**src/rtl/synthesijer_faddsub.sv**
```systemverilog
// Four-stage pipelined IEEE-754 add/subtract with flush-to-zero and round-to-nearest-even.
// Stages: unpack/order, align, add/LZC, normalise/round/pack into the output register.
module synthesijer_faddsub #(
    parameter int EXP_W = 8,
    parameter int MAN_W = 23
) (
    input  logic                 clk,
    input  logic                 reset,
    input  logic [EXP_W+MAN_W:0] a,
    input  logic [EXP_W+MAN_W:0] b,
    input  logic                 sub,
    input  logic                 nd,
    output logic [EXP_W+MAN_W:0] result,
    output logic                 valid,
    output logic [2:0]           flags
);
    localparam int W   = EXP_W + MAN_W + 1;
    localparam int AW  = MAN_W + 4;
    localparam int SW  = MAN_W + 5;
    localparam int LZW = $clog2(SW + 1);
    localparam int SHW = $clog2(MAN_W + 4);
    localparam int XW  = EXP_W + LZW + 1;
    localparam logic [W-1:0] QNAN = {1'b0, {EXP_W{1'b1}}, 1'b1, {(MAN_W-1){1'b0}}};

    typedef struct packed {
        logic             nan, ainf, binf, azero, bzero, sa, sb, eff_sub, sx;
        logic [EXP_W-1:0] ex;
        logic [W-2:0]     amag, bmag;
    } ctl_t;

    function automatic logic [LZW-1:0] lzc(input logic [SW-1:0] v);
        lzc = LZW'(SW);
        for (int i = 0; i < SW; i++)
            if (v[i]) lzc = LZW'(SW - 1 - i);
    endfunction

    logic [3:0]       vld;
    ctl_t             c1, s1, s2, s3;
    logic [EXP_W-1:0] ea, eb, ey1, s1_ey, dexp;
    logic [W-2:0]     ka, kb;
    logic             a_zero, b_zero, b_sign, swap;
    logic [MAN_W:0]   mx1, my1, s1_mx, s1_my;

    // Denormals collapse to a zero key so they compare and align as zero.
    always_comb begin
        ea     = a[W-2:MAN_W];
        eb     = b[W-2:MAN_W];
        a_zero = (ea == '0);
        b_zero = (eb == '0);
        b_sign = b[W-1] ^ sub;
        ka     = a_zero ? '0 : a[W-2:0];
        kb     = b_zero ? '0 : b[W-2:0];
        swap   = (kb > ka);
        c1         = '0;
        c1.nan     = (&ea && |a[MAN_W-1:0]) || (&eb && |b[MAN_W-1:0]);
        c1.ainf    = &ea && (a[MAN_W-1:0] == '0);
        c1.binf    = &eb && (b[MAN_W-1:0] == '0);
        c1.azero   = a_zero;
        c1.bzero   = b_zero;
        c1.sa      = a[W-1];
        c1.sb      = b_sign;
        c1.eff_sub = a[W-1] ^ b_sign;
        c1.sx      = swap ? b_sign : a[W-1];
        c1.ex      = swap ? kb[W-2:MAN_W] : ka[W-2:MAN_W];
        c1.amag    = a[W-2:0];
        c1.bmag    = b[W-2:0];
        ey1        = swap ? ka[W-2:MAN_W] : kb[W-2:MAN_W];
        mx1        = swap ? {~b_zero, kb[MAN_W-1:0]} : {~a_zero, ka[MAN_W-1:0]};
        my1        = swap ? {~a_zero, ka[MAN_W-1:0]} : {~b_zero, kb[MAN_W-1:0]};
    end

    logic [SHW-1:0]             sh;
    logic [2*(MAN_W+3)-1:0]     wide;
    logic [AW-1:0]              ya, s2_x, s2_y;

    always_comb begin
        dexp = s1.ex - s1_ey;
        sh   = (32'(dexp) > MAN_W + 3) ? SHW'(MAN_W + 3) : SHW'(dexp);
        wide = {s1_my, 2'b00, {(MAN_W+3){1'b0}}} >> sh;
        ya   = {wide[2*(MAN_W+3)-1 -: MAN_W+3], |wide[MAN_W+2:0]};
    end

    logic [SW-1:0]  sum3, s3_sum;
    logic [LZW-1:0] s3_lz;

    always_comb begin
        sum3 = s2.eff_sub ? ({1'b0, s2_x} - {1'b0, s2_y}) : ({1'b0, s2_x} + {1'b0, s2_y});
    end

    always_ff @(posedge clk) begin
        s1     <= c1;
        s1_ey  <= ey1;
        s1_mx  <= mx1;
        s1_my  <= my1;
        s2     <= s1;
        s2_x   <= {s1_mx, 3'b000};
        s2_y   <= ya;
        s3     <= s2;
        s3_sum <= sum3;
        s3_lz  <= lzc(sum3);
    end

    logic [AW-1:0]    nrm;
    logic [XW-1:0]    e_n, e_r;
    logic             rnd_up, ofl, ufl;
    logic [MAN_W+1:0] mant_r;
    logic [MAN_W-1:0] frac;
    logic [W-1:0]     res4;
    logic [2:0]       flg4;

    always_comb begin
        if (s3_sum[SW-1]) begin
            nrm = {s3_sum[SW-1:2], |s3_sum[1:0]};
            e_n = XW'(s3.ex) + XW'(1);
        end else begin
            nrm = s3_sum[AW-1:0] << (s3_lz - LZW'(1));
            e_n = XW'(s3.ex) - XW'(s3_lz) + XW'(1);
        end
        rnd_up = nrm[2] & (nrm[3] | nrm[1] | nrm[0]);
        mant_r = {1'b0, nrm[AW-1:3]} + (MAN_W+2)'(rnd_up);
        e_r    = mant_r[MAN_W+1] ? e_n + XW'(1) : e_n;
        frac   = mant_r[MAN_W+1] ? mant_r[MAN_W:1] : mant_r[MAN_W-1:0];
        // e_r is two's complement: the top bit marks an exponent below the normal range.
        ofl    = !e_r[XW-1] && (e_r >= XW'((1 << EXP_W) - 1));
        ufl    = e_r[XW-1] || (e_r == '0);
        res4   = {s3.sx, e_r[EXP_W-1:0], frac};
        flg4   = 3'b000;
        if (s3.nan)
            res4 = QNAN;
        else if (s3.ainf && s3.binf && s3.eff_sub) begin
            res4 = QNAN;
            flg4 = 3'b100;
        end else if (s3.ainf)
            res4 = {s3.sa, s3.amag};
        else if (s3.binf)
            res4 = {s3.sb, s3.bmag};
        else if (s3.azero && s3.bzero)
            res4 = {s3.sa & s3.sb, {(W-1){1'b0}}};
        else if (s3.azero)
            res4 = {s3.sb, s3.bmag};
        else if (s3.bzero)
            res4 = {s3.sa, s3.amag};
        else if (s3_sum == '0)
            res4 = '0;
        else if (ofl) begin
            res4 = {s3.sx, {EXP_W{1'b1}}, {MAN_W{1'b0}}};
            flg4 = 3'b010;
        end else if (ufl) begin
            res4 = {s3.sx, {(W-1){1'b0}}};
            flg4 = 3'b001;
        end
    end

    always_ff @(posedge clk or negedge reset) begin
        if (!reset) begin
            vld    <= '0;
            result <= '0;
            flags  <= '0;
        end else begin
            vld <= {vld[2:0], nd};
            if (vld[2]) begin
                result <= res4;
                flags  <= flg4;
            end
        end
    end

    assign valid = vld[3];

endmodule

```
**config.mk**
```make
export PLATFORM = sky130hd
export DESIGN_NAME = synthesijer_faddsub
export DESIGN_NICKNAME = d
export VERILOG_FILES = /design/src/rtl/synthesijer_faddsub.sv
export SDC_FILE = /design/constraint.sdc
export NUM_CORES = 1
export LEC_CHECK = 0
export CORE_MARGIN = 4
export CORE_UTILIZATION = 50
export DETAILED_ROUTE_END_ITERATION = 10
export DONT_BUFFER_PORTS = 1
export GPL_TIMING_DRIVEN = 0
export PLACE_DENSITY_LB_ADDON = 0.12
export SYNTH_ARGS = -nofsm -noshare
export SYNTH_HDL_FRONTEND = slang
export SYNTH_SLANG_ARGS = --single-unit
```
**constraint.sdc**
```tcl
create_clock -name clk -period 9.6 [get_ports clk]
set_input_delay 1.44 -clock clk [delete_from_list [all_inputs] [get_ports clk]]
set_output_delay 1.44 -clock clk [all_outputs]
set_load 0.005 [all_outputs]
```
Word level (Yosys, flattened, before mapping)

Index checks and enable logic that the tools add are counted.

Register bits: 416
Bits in latches: 0
Bits in writable memories: 0
Bits in read-only memories: 0
Bits of input ports: 68
Memories: 0

Add/subtract/negate cells: 9
Multipliers: 0
Divide/modulo/power cells: 0
$lt $le $gt $ge: 3
Equal/unequal tests: 0
Shift operators: 2
Multiplexer cells: 60
Bitwise gates (word level): 8
Reduce and logical (&&, ||, !) cells: 27

Operator list:

| operator          | count |
|---|---|
| $mux W32          | 8 |
| $mux W31          | 4 |
| $mux W5           | 11 |
| $shr A52 B5 Y52   | 1 |
| $mux W24          | 2 |
| $logic_not A23 Y1 | 2 |
| $reduce_or A23 Y1 | 2 |
| $mux W4           | 8 |
| $gt A31 B31 Y1    | 1 |
| $add A27 B27 Y28  | 1 |
| $logic_not A28 Y1 | 1 |
| $mux W14          | 2 |
| $mux W28          | 1 |
| $sub A27 B27 Y28  | 1 |
| $mux W27          | 1 |
| $shl A27 B5 Y27   | 1 |
| $reduce_or A26 Y1 | 1 |
| $add A24 B1 Y25   | 1 |
| $mux W3           | 8 |
| $mux W23          | 1 |
| $mux W2           | 9 |
| $logic_not A8 Y1  | 2 |
| $mux W8           | 2 |
| $reduce_and A8 Y1 | 2 |
| other kinds (21)  | 36 |

Logic depth before layout (Yosys ltp)

Word-level depth: 29
Gate-level depth with buffers: 26
Mapped depth without buffers: 18

Least setup slack after synthesis

Ideal clock, no wire load.

Kind: register to register
Start point: register s3_lz[0]
End point: register result[22]
Data arrival time: 5442 ps
Required time: 9516 ps
Slack: 4074 ps
Cell stages (with the launch flop): 25
Path buffers: 6
Period minus slack after synthesis: 5526 ps
Cells stage by stage: dfxtp_1 > buf_6 > buf_12 > inv_4 > ha_1 > nor3b_2 > mux2i_1 > clkbuf_1 > clkbuf_1 > nand3_1 > o21ai_0 > ha_1 > inv_1 > a211o_1 > nand4b_1 > or3_1 > buf_6 > nor2_8 > nor2_1 > a31o_2 > and4b_1 > or3_1 > buf_2 > or4b_4 > a41oi_2

Longest elaborated chain between the ends: 20

RTL lines:

| element                                                                  | line | text |
|---|---|---|
| start, declared                                                          | 84   | `logic [LZW-1:0] s3_lz;` |
| start signal, assigned                                                   | 100  | `s3_lz <= lzc(sum3);` |
| parallel branches: the longest is 11 deep, another holds $add A24 B1 Y25 | -    |  |
| $mux W31 (*)                                                             | 145  | `else if (ofl) begin` |
| $mux W32 (*)                                                             | 143  | `else if (s3_sum == '0)` |
| $mux W32 (*)                                                             | 141  | `else if (s3.bzero)` |
| $mux W32 (*)                                                             | 139  | `else if (s3.azero)` |
| $mux W32 (*)                                                             | 137  | `else if (s3.azero && s3.bzero)` |
| $mux W32 (*)                                                             | 135  | `else if (s3.binf)` |
| $mux W32 (*)                                                             | 133  | `end else if (s3.ainf)` |
| $mux W32 (*)                                                             | 130  | `else if (s3.ainf && s3.binf && s3.eff_sub) begin` |
| $mux W32 (*)                                                             | 128  | `if (s3.nan)` |
| end signal, assigned                                                     | 162  | `result <= res4;` |
| end, declared                                                            | 13   | `output logic [EXP_W+MAN_W:0] result,` |

Every way passes the cells marked *.
A chain may end at the register's enable or synchronous reset.

Final worst setup path

Start point: register s3_lz[0]
End point: register result[13]

Same word-level chain as after synthesis.

==> flow_metrics.py <==
metrics = {
    "synthesis": {
        "syn_inst": 2243,
        "synth_area_per_cell_um2": 9.06,
        "yosys.area.top_type": "dfxtp_1",
        "synth_cell_type_count": 94,
        "synth_area_leaders": "dfxtp_1 37%, ha_1 6.1%, dfrtp_1 4.8%",
        "syn_area_um2": 20300,
        "synth_seq_cells": 416,
        "yosysSeqAreaShare_pct": 41.9,
        "synth-edff-count": 0,
        "synth_top_cell_area_share_pct": 37.1,
        "ys.flop_type": "dfxtp_1",
        "synthArstFlopShare_pct": 9.38,
        "yosysWarnings": 0,
        "syn-num-nets": 2413,
    },
    "route": {
        "drt_wl_total_mm": 69.5,
        "dr.first_iter.drc_count": 1937,
        "avgViaCountPerCell": 6.21,
        "wl_per_cell_um": 24.4,
        "ant_nets": 0,
        "drc": 0,
        "vias": 17700,
        "firstDrtPassIters": 6,
    },
    "setup_path": {
        "path_class": "register to register",
        "critPathBufInv": 8,
        "crit_family": "simple AND/OR/NAND/NOR gates",
        "reg2reg_from": "s3_lz[0]",
        "worst_path_max_delay_cell": "o21ai_0",
        "critPathRequiredTime_ns": 10.08,
        "crit_chain": "buf_6, buf_12, inv_4, ha_1, nor3b_2, mux2i_1, clkbuf_1, clkbuf_1, nand3_1, o21ai_0, ha_1, inv_1, a211o_1, nand4b_1, nor3_1, and3_1, nand4b_1, or2_2, o21a_1, or3_1, buf_2, or2_1, clkbuf_1, o221ai_1",
        "critPathMaxFanout": 10,
        "max_stage_delay_ns": 0.53,
        "cp-end-kind": "register",
        "worstSetupStartpointType": "register",
        "cp_common_cell": "clkbuf_1",
        "cp.arrival_ns": 7.88,
        "crit_start": "s3_lz[0]",
    },
    "clocking": {
        "clock_latency_ns": 0.58,
        "cts_resized": 0,
        "ctsLongestPathBuffers": 3,
        "cts_tree": "built",
        "cts_buffers": 42,
        "htreeDepth": 2,
        "clk_pin_slew_worst_paths_ns": 0.07,
        "cts_hold_buf": 0,
        "clockRootBuffer": "clkbuf_16",
        "post_cts.repair.setup_buffers": 0,
        "cts.sinks": 416,
    },
    "place": {
        "portBuffers": 0,
        "dp_cells": 2768,
        "place.gp.congestion": 0.943,
        "dp_hpwl_mm": 55.2,
    },
    "timing": {
        "post-route-period-util_pct": 77.1,
        "fmax_mhz": 135,
        "slew_headroom_pct": 23.1,
        "fin_skew_ns": 0.0437,
        "worst_hold_slack_ns": 0.293,
        "worst-slew-pin-transition_ns": 1.15,
        "drv_slew": 0,
        "finalSetupTns_ns": 0,
        "hold_viol": 0,
        "rsz0062_at_grt": "false",
        "setup_violations": 0,
        "min_period_ns": 7.40,
    },
    "die": {
        "die_w_um": 210,
        "dieHeight_um": 210,
        "start_util_pct": 50.8,
        "placementRows": 73,
        "coreArea_um2": 40000,
        "io_pins": 104,
        "dieArea_um2": 43900,
    },
    "min_path": {
        "hold_path_startpoint": "s1[3]",
        "hold_class": "register to register",
    },
    "grt": {
        "grt_usage_pct": 30.4,
        "grt_antenna_before_repair": 2,
        "first_global_vias": 16600,
        "grt_first_pass_wirelength_mm": 103,
        "gr-total-overflow": 0,
        "grt_max_degree": 40,
    },
    "cells_and_area": {
        "drive_gt1_share_pct": 7.32,
        "register_area_um2": 8520,
        "final_cell_mix": "377 x dfxtp_1, 205 x nand2_1, 158 x o21ai_0, 158 x nor2_1, 134 x inv_1",
        "area_delta_synth_final_pct": 11.0,
        "layout_commonest_cell": "dfxtp_1",
        "instances_no_fill": 2849,
        "nets": 2458,
        "final.fill_count": 3651,
        "multiInputGateArea_um2": 10800,
    },
    "power": {
        "sequentialPowerShare_pct": 31.1,
        "switchingPower_uw": 3010,
        "pwr-share-comb_pct": 44.0,
        "clkPwrFrac_pct": 25.0,
        "ir_drop_v": 0.000133,
        "powerDensity_nw_per_um2": 325,
        "intPower_uw": 4330,
        "power.total_uw": 7330,
        "p_sw_share_pct": 41.0,
        "leakagePower_uw": 0.00941,
    },
    "status": {
        "status": "finished clean",
    },
    "run": {
        "cap_violations": 0,
    },
}
## path summary, 6_finish.rpt
path                            cells after the start  slack (ns)          to
worst max-delay path                               24        2.20  result[13]
worst min-delay path                                0        0.29       s2[3]
worst max register to register                     24        2.20  result[13]
worst min register to register                      0        0.29       s2[3]
max in group asynchronous                           0        8.94  result[11]
min in group asynchronous                           0        0.54  result[21]
## flip-flops by register name, summed over array words and instances, names as in the netlist
name    cells
s1         79
flags       3
s1_ey       8
s2         79
vld         4
s2_x       24
s1_my      24
result     32
s3         79
s1_mx      24
s2_y       27
s3_lz       5
s3_sum     28
## through the flow
step	util (%)	worst slack [ns]	cell area, um2
floorplan	-	4.07	20300
global placement	52.5	2.31	21000
detailed placement	52.5	2.33	21000
CTS	56.4	2.29	22600
global route	56.4	1.76	22600
finish	56.4	2.20	22600
## area by class of cell
cell class,instances,share of cell area [%]
sequential,416,37.8
buffer,109,2.10
inverter,137,2.29
clock inverter,28,1.85
clock buffer,50,5.15
tap,525,2.91
antenna,2,0.0222
multi-input combinational,1581,47.9
timing repair buffer,1,0.0222
## cell usage after synthesis, types with 21 or more instances
master and n:
dfxtp_1 377, nand2_1 205, nor2_1 158, o21ai_0 158
inv_1 134, a21oi_1 130, ha_1 99, clkbuf_1 81
nand3_1 68, mux2i_1 64, nor3_1 56, xnor2_1 46
dfrtp_1 39, nor4_1 31, mux2_2 29, a21o_1 27
a22oi_1 27, nand4_1 27, o22ai_1 27, xor2_1 25
o21a_1 24, or3_1 21
## cell families after synthesis
family	after synthesis	share of synthesized area [%]
muxes	118	7.73
AOI/OAI and AO/OA	604	19.3
DFF	416	41.9
and+or+nand+nor	683	16.4
buffers and inverters	246	4.88
adders and majority gates	102	6.39
xor gates and xnor gates	74	3.33
## power groups by stage
stage               sequential (uW)  clock (uW)  combinational, uW
finish                         2280        1830               3220
global route                   2300        1920               3470
CTS                            2270        1850               3160
detailed placement             2310           0               3140
global placement               2300           0               3150
floorplan                      2170           0               2330
## per-layer routing
| layer | vias up | wire length (um) | global-route usage [%] |
|---|---|---|---|
| li1 | 8242 | - | - |
| met1 | 8427 | 29400 | 40.5 |
| met2 | 853 | 31900 | 49.7 |
| met3 | 169 | 4860 | 4.42 |
| met4 | 2 | 3340 | 12.7 |
| met5 | - | 13 | 0 |
Power figures use the tool's default switching activity.
